`config.mk`:
```
export PLATFORM = sky130hd
export DESIGN_NAME = uart_link_tester_flat
export DESIGN_NICKNAME = d
export VERILOG_FILES = /design/src/rtl/uart_link_tester_if.sv /design/src/rtl/uart_link_tester.sv /design/src/flat_wrapper.sv
export SDC_FILE = /design/constraint.sdc
export NUM_CORES = 1
export LEC_CHECK = 0
export CORE_AREA = 2 2 93 139
export CTS_CLUSTER_DIAMETER = 120
export DETAILED_ROUTE_END_ITERATION = 10
export DIE_AREA = 0 0 95 141
export GPL_TIMING_DRIVEN = 0
export SKIP_CTS_REPAIR_TIMING = 1
export SLEW_MARGIN = 20
export SYNTH_ARGS = -nofsm -noshare
export SYNTH_HDL_FRONTEND = slang
export SYNTH_SLANG_ARGS = --single-unit
```
`constraint.sdc`:
```
create_clock -name clk -period 2.59 [get_ports clk]
set_input_delay 0.3885 -clock clk [delete_from_list [all_inputs] [get_ports clk]]
set_output_delay 0.3885 -clock clk [all_outputs]
set_load 0.01 [all_outputs]
```
`src/rtl/uart_link_tester_if.sv`:
```
// UART-side handshake between the link tester (master) and the transmitter/receiver pair (slave).
interface uart_link_tester_if #(
  parameter int unsigned DATA_W = 8
);
  logic              start_tx;
  logic [DATA_W-1:0] data_to_tx;
  logic              tx_busy;
  logic              rx_done;
  logic [DATA_W-1:0] data_received;
  logic              parity_error;

  modport master (
    output start_tx, data_to_tx,
    input  tx_busy, rx_done, data_received, parity_error
  );

  modport slave (
    input  start_tx, data_to_tx,
    output tx_busy, rx_done, data_received, parity_error
  );
endinterface

```
`src/rtl/uart_link_tester.sv`:
```
// UART link self-test engine: sends pattern frames, checks the echo, keeps saturating statistics.
// Optional first-error capture outputs are enabled by defining UART_LT_ERR_CAPTURE_EN.
module uart_link_tester #(
  parameter int unsigned       DATA_W      = 8,
  parameter int unsigned       CNT_W       = 16,
  parameter int unsigned       NUM_FRAMES  = 0,
  parameter int unsigned       TIMEOUT_CYC = 4800,
  parameter int unsigned       GAP_CYC     = 16,
  parameter logic [DATA_W-1:0] SEED        = '0,
  parameter logic [DATA_W-1:0] LFSR_TAPS   = DATA_W'('hB8)
) (
  input  logic                clk,
  input  logic                reset,
  input  logic                enable,
  input  logic [1:0]          mode,
  uart_link_tester_if.master  link,
  output logic [CNT_W-1:0]    frames_sent,
  output logic [CNT_W-1:0]    err_count,
  output logic [CNT_W-1:0]    timeout_count,
  output logic                busy,
  output logic                done,
  output logic                pass,
  output logic                fail
`ifdef UART_LT_ERR_CAPTURE_EN
  ,
  output logic [DATA_W-1:0]   first_err_exp,
  output logic [DATA_W-1:0]   first_err_got,
  output logic [CNT_W-1:0]    first_err_idx,
  output logic                first_err_valid
`endif
);

  localparam int unsigned WaitW   = $clog2(TIMEOUT_CYC);
  localparam int unsigned GapLast = (GAP_CYC == 0) ? 0 : GAP_CYC - 1;
  localparam int unsigned GapW    = (GAP_CYC < 2) ? 1 : $clog2(GAP_CYC);

  typedef enum logic [2:0] {StIdle, StSend, StWaitRx, StGap, StDone} state_e;

  state_e             state_q;
  logic [1:0]         mode_q;
  logic [DATA_W-1:0]  data_q;
  logic               start_q;
  logic [CNT_W-1:0]   frames_q, err_q, tmo_q;
  logic [WaitW-1:0]   wait_q;
  logic [GapW-1:0]    gap_q;
  logic [DATA_W-1:0]  seed_fixed;
  logic               rx_bad;
`ifdef UART_LT_ERR_CAPTURE_EN
  logic [DATA_W-1:0]  cap_exp_q, cap_got_q;
  logic [CNT_W-1:0]   cap_idx_q;
  logic               cap_valid_q;
`endif

  function automatic logic [CNT_W-1:0] sat_inc(input logic [CNT_W-1:0] v);
    return (&v) ? v : v + 1'b1;
  endfunction

  function automatic logic [DATA_W-1:0] next_pattern(input logic [1:0] m,
                                                     input logic [DATA_W-1:0] v);
    case (m)
      2'd1:    return {v[DATA_W-2:0], v[DATA_W-1]};
      2'd2:    return (v >> 1) ^ (v[0] ? LFSR_TAPS : '0);
      default: return v + 1'b1;
    endcase
  endfunction

  // An all-zero seed would lock walking-one and LFSR patterns at zero.
  assign seed_fixed = (SEED == '0 && (mode == 2'd1 || mode == 2'd2)) ? DATA_W'(1) : SEED;
  assign rx_bad     = (link.data_received != data_q) || link.parity_error;

  always_ff @(posedge clk or posedge reset) begin
    if (reset) begin
      state_q  <= StIdle;
      mode_q   <= 2'd0;
      data_q   <= '0;
      start_q  <= 1'b0;
      frames_q <= '0;
      err_q    <= '0;
      tmo_q    <= '0;
      wait_q   <= '0;
      gap_q    <= '0;
`ifdef UART_LT_ERR_CAPTURE_EN
      cap_exp_q   <= '0;
      cap_got_q   <= '0;
      cap_idx_q   <= '0;
      cap_valid_q <= 1'b0;
`endif
    end else begin
      start_q <= 1'b0;
      unique case (state_q)
        StIdle: begin
          if (enable) begin
            frames_q <= '0;
            err_q    <= '0;
            tmo_q    <= '0;
            mode_q   <= mode;
            data_q   <= seed_fixed;
            state_q  <= StSend;
`ifdef UART_LT_ERR_CAPTURE_EN
            cap_exp_q   <= '0;
            cap_got_q   <= '0;
            cap_idx_q   <= '0;
            cap_valid_q <= 1'b0;
`endif
          end
        end
        StSend: begin
          if (!link.tx_busy) begin
            start_q  <= 1'b1;
            frames_q <= sat_inc(frames_q);
            wait_q   <= '0;
            state_q  <= StWaitRx;
          end
        end
        StWaitRx: begin
          // A response landing on the final wait cycle still counts as received.
          if (link.rx_done) begin
            if (rx_bad) begin
              err_q <= sat_inc(err_q);
`ifdef UART_LT_ERR_CAPTURE_EN
              if (!cap_valid_q) begin
                cap_exp_q   <= data_q;
                cap_got_q   <= link.data_received;
                cap_idx_q   <= frames_q;
                cap_valid_q <= 1'b1;
              end
`endif
            end
            gap_q   <= '0;
            state_q <= StGap;
          end else if (wait_q == WaitW'(TIMEOUT_CYC - 1)) begin
            tmo_q   <= sat_inc(tmo_q);
            gap_q   <= '0;
            state_q <= StGap;
          end else begin
            wait_q <= wait_q + 1'b1;
          end
        end
        StGap: begin
          if (gap_q == GapW'(GapLast)) begin
            if (NUM_FRAMES != 0 && frames_q == CNT_W'(NUM_FRAMES)) begin
              state_q <= StDone;
            end else if (!enable) begin
              state_q <= StIdle;
            end else begin
              data_q  <= next_pattern(mode_q, data_q);
              state_q <= StSend;
            end
          end else begin
            gap_q <= gap_q + 1'b1;
          end
        end
        StDone: begin
          if (!enable) state_q <= StIdle;
        end
        default: state_q <= StIdle;
      endcase
    end
  end

  assign link.start_tx   = start_q;
  assign link.data_to_tx = data_q;
  assign frames_sent     = frames_q;
  assign err_count       = err_q;
  assign timeout_count   = tmo_q;
  assign busy            = (state_q != StIdle) && (state_q != StDone);
  assign done            = (state_q == StDone);
  assign pass            = (frames_q != '0) && (err_q == '0) && (tmo_q == '0);
  assign fail            = (err_q != '0) || (tmo_q != '0);
`ifdef UART_LT_ERR_CAPTURE_EN
  assign first_err_exp   = cap_exp_q;
  assign first_err_got   = cap_got_q;
  assign first_err_idx   = cap_idx_q;
  assign first_err_valid = cap_valid_q;
`endif

endmodule

```
`src/flat_wrapper.sv`:
```
// flat-port wrapper written by rule: the top's interface ports become plain ports
module uart_link_tester_flat 
#(
  parameter int unsigned       DATA_W      = 8,
  parameter int unsigned       CNT_W       = 16,
  parameter int unsigned       NUM_FRAMES  = 0,
  parameter int unsigned       TIMEOUT_CYC = 4800,
  parameter int unsigned       GAP_CYC     = 16,
  parameter logic [DATA_W-1:0] SEED        = '0,
  parameter logic [DATA_W-1:0] LFSR_TAPS   = DATA_W'('hB8)
)
  (clk, reset, enable, mode, frames_sent, err_count, timeout_count, busy, done, pass, fail, link_start_tx, link_data_to_tx, link_tx_busy, link_rx_done, link_data_received, link_parity_error);
  uart_link_tester_if #(.DATA_W(DATA_W)) link_i ();
  input  logic clk;
  input  logic reset;
  input  logic enable;
  input  logic [1:0] mode;
  output logic [CNT_W-1:0] frames_sent;
  output logic [CNT_W-1:0] err_count;
  output logic [CNT_W-1:0] timeout_count;
  output logic busy;
  output logic done;
  output logic pass;
  output logic fail;
  output wire logic [$bits(link_i.start_tx)-1:0] link_start_tx;
  output wire logic [$bits(link_i.data_to_tx)-1:0] link_data_to_tx;
  input wire logic [$bits(link_i.tx_busy)-1:0] link_tx_busy;
  input wire logic [$bits(link_i.rx_done)-1:0] link_rx_done;
  input wire logic [$bits(link_i.data_received)-1:0] link_data_received;
  input wire logic [$bits(link_i.parity_error)-1:0] link_parity_error;
  assign link_start_tx = link_i.start_tx;
  assign link_data_to_tx = link_i.data_to_tx;
  assign link_i.tx_busy = link_tx_busy;
  assign link_i.rx_done = link_rx_done;
  assign link_i.data_received = link_data_received;
  assign link_i.parity_error = link_parity_error;
  uart_link_tester #(.DATA_W(DATA_W), .CNT_W(CNT_W), .NUM_FRAMES(NUM_FRAMES), .TIMEOUT_CYC(TIMEOUT_CYC), .GAP_CYC(GAP_CYC), .SEED(SEED), .LFSR_TAPS(LFSR_TAPS)) u_core (.clk(clk), .reset(reset), .enable(enable), .mode(mode), .link(link_i), .frames_sent(frames_sent), .err_count(err_count), .timeout_count(timeout_count), .busy(busy), .done(done), .pass(pass), .fail(fail));
endmodule
```
* After elaboration in Yosys (flattened, before gate mapping)
Index checks and enable logic that the tools add are counted.
Widths: inputs -> output; s select.
** Word-level totals
- Logic and storage cells :: 109
- Flip-flop bits (word level) :: 79
- Output and inout bits :: 61
** Operators by class
- Eq/ne operators :: 27
- Bitwise operators :: 1
- Muxes and demuxes :: 37
- Reductions and logical operators :: 29
- Add/subtract/negate cells :: 6
** Operators by type and width (number)
- $mux 16 :: 9
- $pmux 16 s2 :: 3
- $add 16x1->16 const B :: 3
- $reduce_and 16->1 :: 3
- $reduce_bool 16->1 :: 3
- $mux 13 :: 3
- $logic_not 16->1 :: 2
- $mux 8 :: 4
- $pmux 8 s2 :: 2
- $pmux 13 s2 :: 1
- $ne 2x2->1 const B :: 11
- $mux 3 :: 6
- $pmux 3 s5 :: 1
- $reduce_and 5->1 :: 3
- $add 13x1->13 const B :: 1
- $eq 13x13->1 const B :: 1
- $mux 4 :: 3
- $reduce_and 4->1 :: 3
- $reduce_bool 2->1 :: 5
- $add 8x1->8 const B :: 1
- $ne 8x8->1 :: 1
- $pmux 4 s2 :: 1
- $xor 7x8->8 :: 1
- $eq 3x2->1 const B :: 2
- 16 further kinds :: 27

* Depth between registers and ports, before layout
- Depth in word-level cells :: 6
- Depth in mapped cells :: 9
- Mapped depth without buffers :: 8

* Least setup slack after synthesis
No wires, ideal clock.
- Path kind :: register to output
- From :: register u_core.tmo_q[5] (netlist: u_core.timeout_count[5])
- To :: output pass
- Data arrival time :: 1605 ps
- Setup slack :: 597 ps
- Cell stages (with the launch flop) :: 5
- Cells stage by stage :: dfrtp_1 or4_1 nor3_1 nand4_1 a41oi_1
** Between the ends
- Cells in the longest elaborated chain, start to end :: 2
** Ends and longest elaborated chain
- start: declaration :: RTL line uart_link_tester.sv:43 : logic [CNT_W-1:0] frames_q, err_q, tmo_q;
- start signal: assignment :: RTL line uart_link_tester.sv:132 : tmo_q <= sat_inc(tmo_q);
- $logic_not 16->1 :: RTL line uart_link_tester.sv:168 : assign pass = (frames_q != '0) && (err_q == '0) && (tmo_q == '0);
- $logic_and 1x1->1 :: RTL line uart_link_tester.sv:168
- end: declaration :: RTL line flat_wrapper.sv:23 : output logic pass;
No other way between the ends.

* Worst setup path after layout
Same ends and word-level chain as after synthesis.

==> impl_metrics.csv <==
group,metric,value,unit
status,outcome,"finished, violations left",
status,failed_checks,"negative setup slack",
sta,timing.slew.headroom,45.0,%
clock_tree,cts_max_path_buffers,2,
critical_path,criticalPathCategory,"reg2out",
power_and_ir_drop,p_comb_share,41.9,%
power_and_ir_drop,vdd_drop_max,0.000607,V
synth,synth_area_leaders,"dfrtp_1 38%, nand2_1 5.4%, nand3_1 3.7%",
placement,io_buffers,75,
cells_and_area,area_growth,25.7,%
clock_tree,clock_latency,0.34,ns
critical_path,worstPathRequired,2.20,ns
critical_path,cp-start-kind,"register",
synth,yosysTopAreaCellShare,38.1,%
drt,drc_errors,0,
power_and_ir_drop,p_sw,0.00201,W
placement,hpwl,10600,um
drt,routed_wl,14300,um
sta,rsz0062_at_grt,"yes",
synth,mappedNetlistArea,5130,sq um
clock_tree,cts_sinks,78,
global_routing,gr-total-overflow,0,
synth,ys_warn_count,0,
floorplanning,initial_core_util,41.6,%
synth,postSynthCellCount,583,
synth,synth_edf_count,0,
synth,ys_types,70,
floorplanning,io_pins,77,
cells_and_area,mostFrequentLayoutCells,"76 x dfrtp_1, 74 x nand2_1, 73 x clkdlybuf4s50_1",
sta,drv_slew,0,
power_and_ir_drop,seq_power_share,30.8,%
placement,dp_slack,-0.0731,ns
floorplanning,num_rows,50,
floorplanning,die_w,95,um
power_and_ir_drop,powerDensity,773,nW/um^2
cells_and_area,final_common_cell,"dfrtp_1",
floorplanning,die-area,13400,sq um
synth,synth-main-ff-cell,"dfrtp_1",
power_and_ir_drop,power_leakage,2.58,nW
cells_and_area,nets,702,
global_routing,grt.total_usage,22.0,%
clock_tree,h-tree-depth,3,
synth,ys_ff_latch,78,
critical_path,cp-end-kind,"output pin",
sta,timing.final.ws_setup,-0.0295,ns
sta,fin_setup_tns,-0.0295,ns
power_and_ir_drop,p_sw_share,40.3,%
global_routing,antenna_found_initial,0,
clock_tree,clkTransAtPathRegs,0.06,ns
sta,worst_pin_slew,0.819,ns
cells_and_area,layout.cells.non_filler,832,
drt,num_vias,4933,
sta,fmax,382,MHz
clock_tree,cts_tree,"built",
clock_tree,numCtsBuffers,9,
critical_path,cp.arrival,2.23,ns
cells_and_area,final_area,6440,sq um
power_and_ir_drop,power.internal,0.00297,W
global_routing,grt_max_degree,55,
floorplanning,die_h,141,um
synth,synth_nets,614,
sta,fin_crit_sh,101,%
placement,dp_cells,815,
global_routing,grt_pass1_vias,4795,
global_routing,grt_pass1_wl,23600,um
synth,synth_area_per_cell,8.79,sq um
min_path,hold_class,"in2async",
synth,synthArstFlopShare,100,%
synth,seq_area_frac_synth,38.1,%
floorplanning,core-area,12300,sq um
drt,routed_via_density,5.93,
critical_path,cp_max_fo,9,
cells_and_area,n_antenna_cell,0,
sta,finalCriticalPeriod,2.62,ns
sta,hold_viol,0,
drt,drtAntennaViolNets,0,
clock_tree,cts_root_buffer,"clkbuf_16",
drt,dr.pass1.iters,5,
synth,yosys.area.top_type,"dfrtp_1",
drt,drt_iter0_markers,253,
drt,wire_per_inst,17.2,um
sta,finClkSkew,0.00420,ns
placement,gp_congestion,0.891,
run,cap_violations,0,
placement,placed_area,6100,sq um
cells_and_area,drive_gt1_share,9.62,%
sta,setup_viol,1,
power_and_ir_drop,clockPowerShare,27.3,%
-- metal layers --
layer,part of all wire (%),vias to the layer above,global-route usage (%)
li1,-,2351,-
met1,42,2407,27.1
met2,52,149,37.7
met3,3.9,26,3.10
met4,2.5,0,10.1
met5,0,-,0
-- cell type report --
| type | count | area [sq um] |
|---|---|---|
| tap | 156 | 195 |
| buffer | 29 | 153 |
| fill | 1159 | 5880 |
| clock inverter | 6 | 86.3 |
| multi-input combinational | 451 | 2950 |
| inverter | 25 | 96.3 |
| clock buffer | 10 | 229 |
| timing repair buffer | 77 | 783 |
| sequential | 78 | 1950 |
-- sequential cells by signal (all words and copies together), names as in the netlist --
| name | count |
|---|---|
| u_core.err_count | 16 |
| u_core.frames_sent | 16 |
| u_core.timeout_count | 16 |
| u_core.wait_q | 13 |
| u_core.link.data_to_tx | 8 |
| u_core.gap_q | 4 |
| u_core.mode_q | 2 |
| u_core.state_q | 2 |
| u_core.link.start_tx | 1 |
-- cells in the mapped netlist (3+ instances only) --
library cell,number
buf_6,4
a221oi_1,3
a211oi_1,3
a21o_1,10
xnor2_1,11
o21ai_0,33
nor4_2,3
nor4_1,11
o31ai_1,10
xor2_1,13
o311ai_0,12
and2_1,6
o211ai_1,9
or3_1,11
a22o_1,13
mux2i_1,4
a22oi_1,5
nand4_1,15
nand2b_1,4
dfrtp_1,78
ha_1,15
clkbuf_1,13
buf_2,7
nor2_1,33
a21oi_1,24
buf_1,3
nor3_1,17
or2_2,3
and3_1,9
nand3_1,38
nand2_1,74
inv_1,25
or4_1,7
nand4b_1,3
nor4b_1,4
a41oi_1,3
-- power by group through the flow --
stage                     combinational (W)  sequential, W  clock [W]
after floorplan                     0.00130        0.00154          0
after global placement              0.00202        0.00155          0
after global routing                0.00232        0.00156    0.00144
final                               0.00209        0.00154    0.00136
after detailed placement            0.00206        0.00156          0
after CTS                           0.00208        0.00154    0.00139
-- path summary, 6_finish.rpt --
| check | to | slack (ns) | depth (start not counted) | startpoint |
|---|---|---|---|---|
| max | pass | -0.03 | 6 | u_core.timeout_count[5] |
| min | u_core.mode_q[0] | 0.39 | 2 | reset |
| max reg2reg | u_core.frames_sent[11] | 0.28 | 8 | u_core.state_q[1] |
| min reg2reg | u_core.wait_q[0] | 0.53 | 1 | u_core.wait_q[0] |
| max in group asynchronous | u_core.timeout_count[5] | 1.60 | 3 | reset |
| min in group clk | u_core.wait_q[0] | 0.53 | 1 | u_core.wait_q[0] |
-- cell families after synthesis --
| kind of cell | share of synthesized area [%] |
|---|---|
| simple gates | 26.4 |
| compound gates | 21.7 |
| flops | 38.1 |
| buf+inv | 4.81 |
| xor+xnor | 4.10 |
| fa+ha+maj | 3.66 |
| mux | 1.22 |
| other cells | 0.0732 |
-- through the flow --
step | util [%] | hold slack [ns] | power [W]
detailed placement | 49.5 | 0.529 | 0.00361
finish | 52.3 | 0.390 | 0.00498
CTS | 52.1 | 0.400 | 0.00500
floorplan | - | 0.462 | 0.00285
global placement | 49.3 | 0.507 | 0.00357
global route | 52.3 | 0.416 | 0.00532
-- worst max-delay path: stages, from the launching register on --
cell and delay [ns]:
dfrtp_2 0.46, or4_1 0.55, nor3_2 0.15, nand4_1 0.22, buf_4 0.21, a41oi_1 0.15, clkbuf_2 0.16
Note: power is estimated with default switching activity, not from simulation.
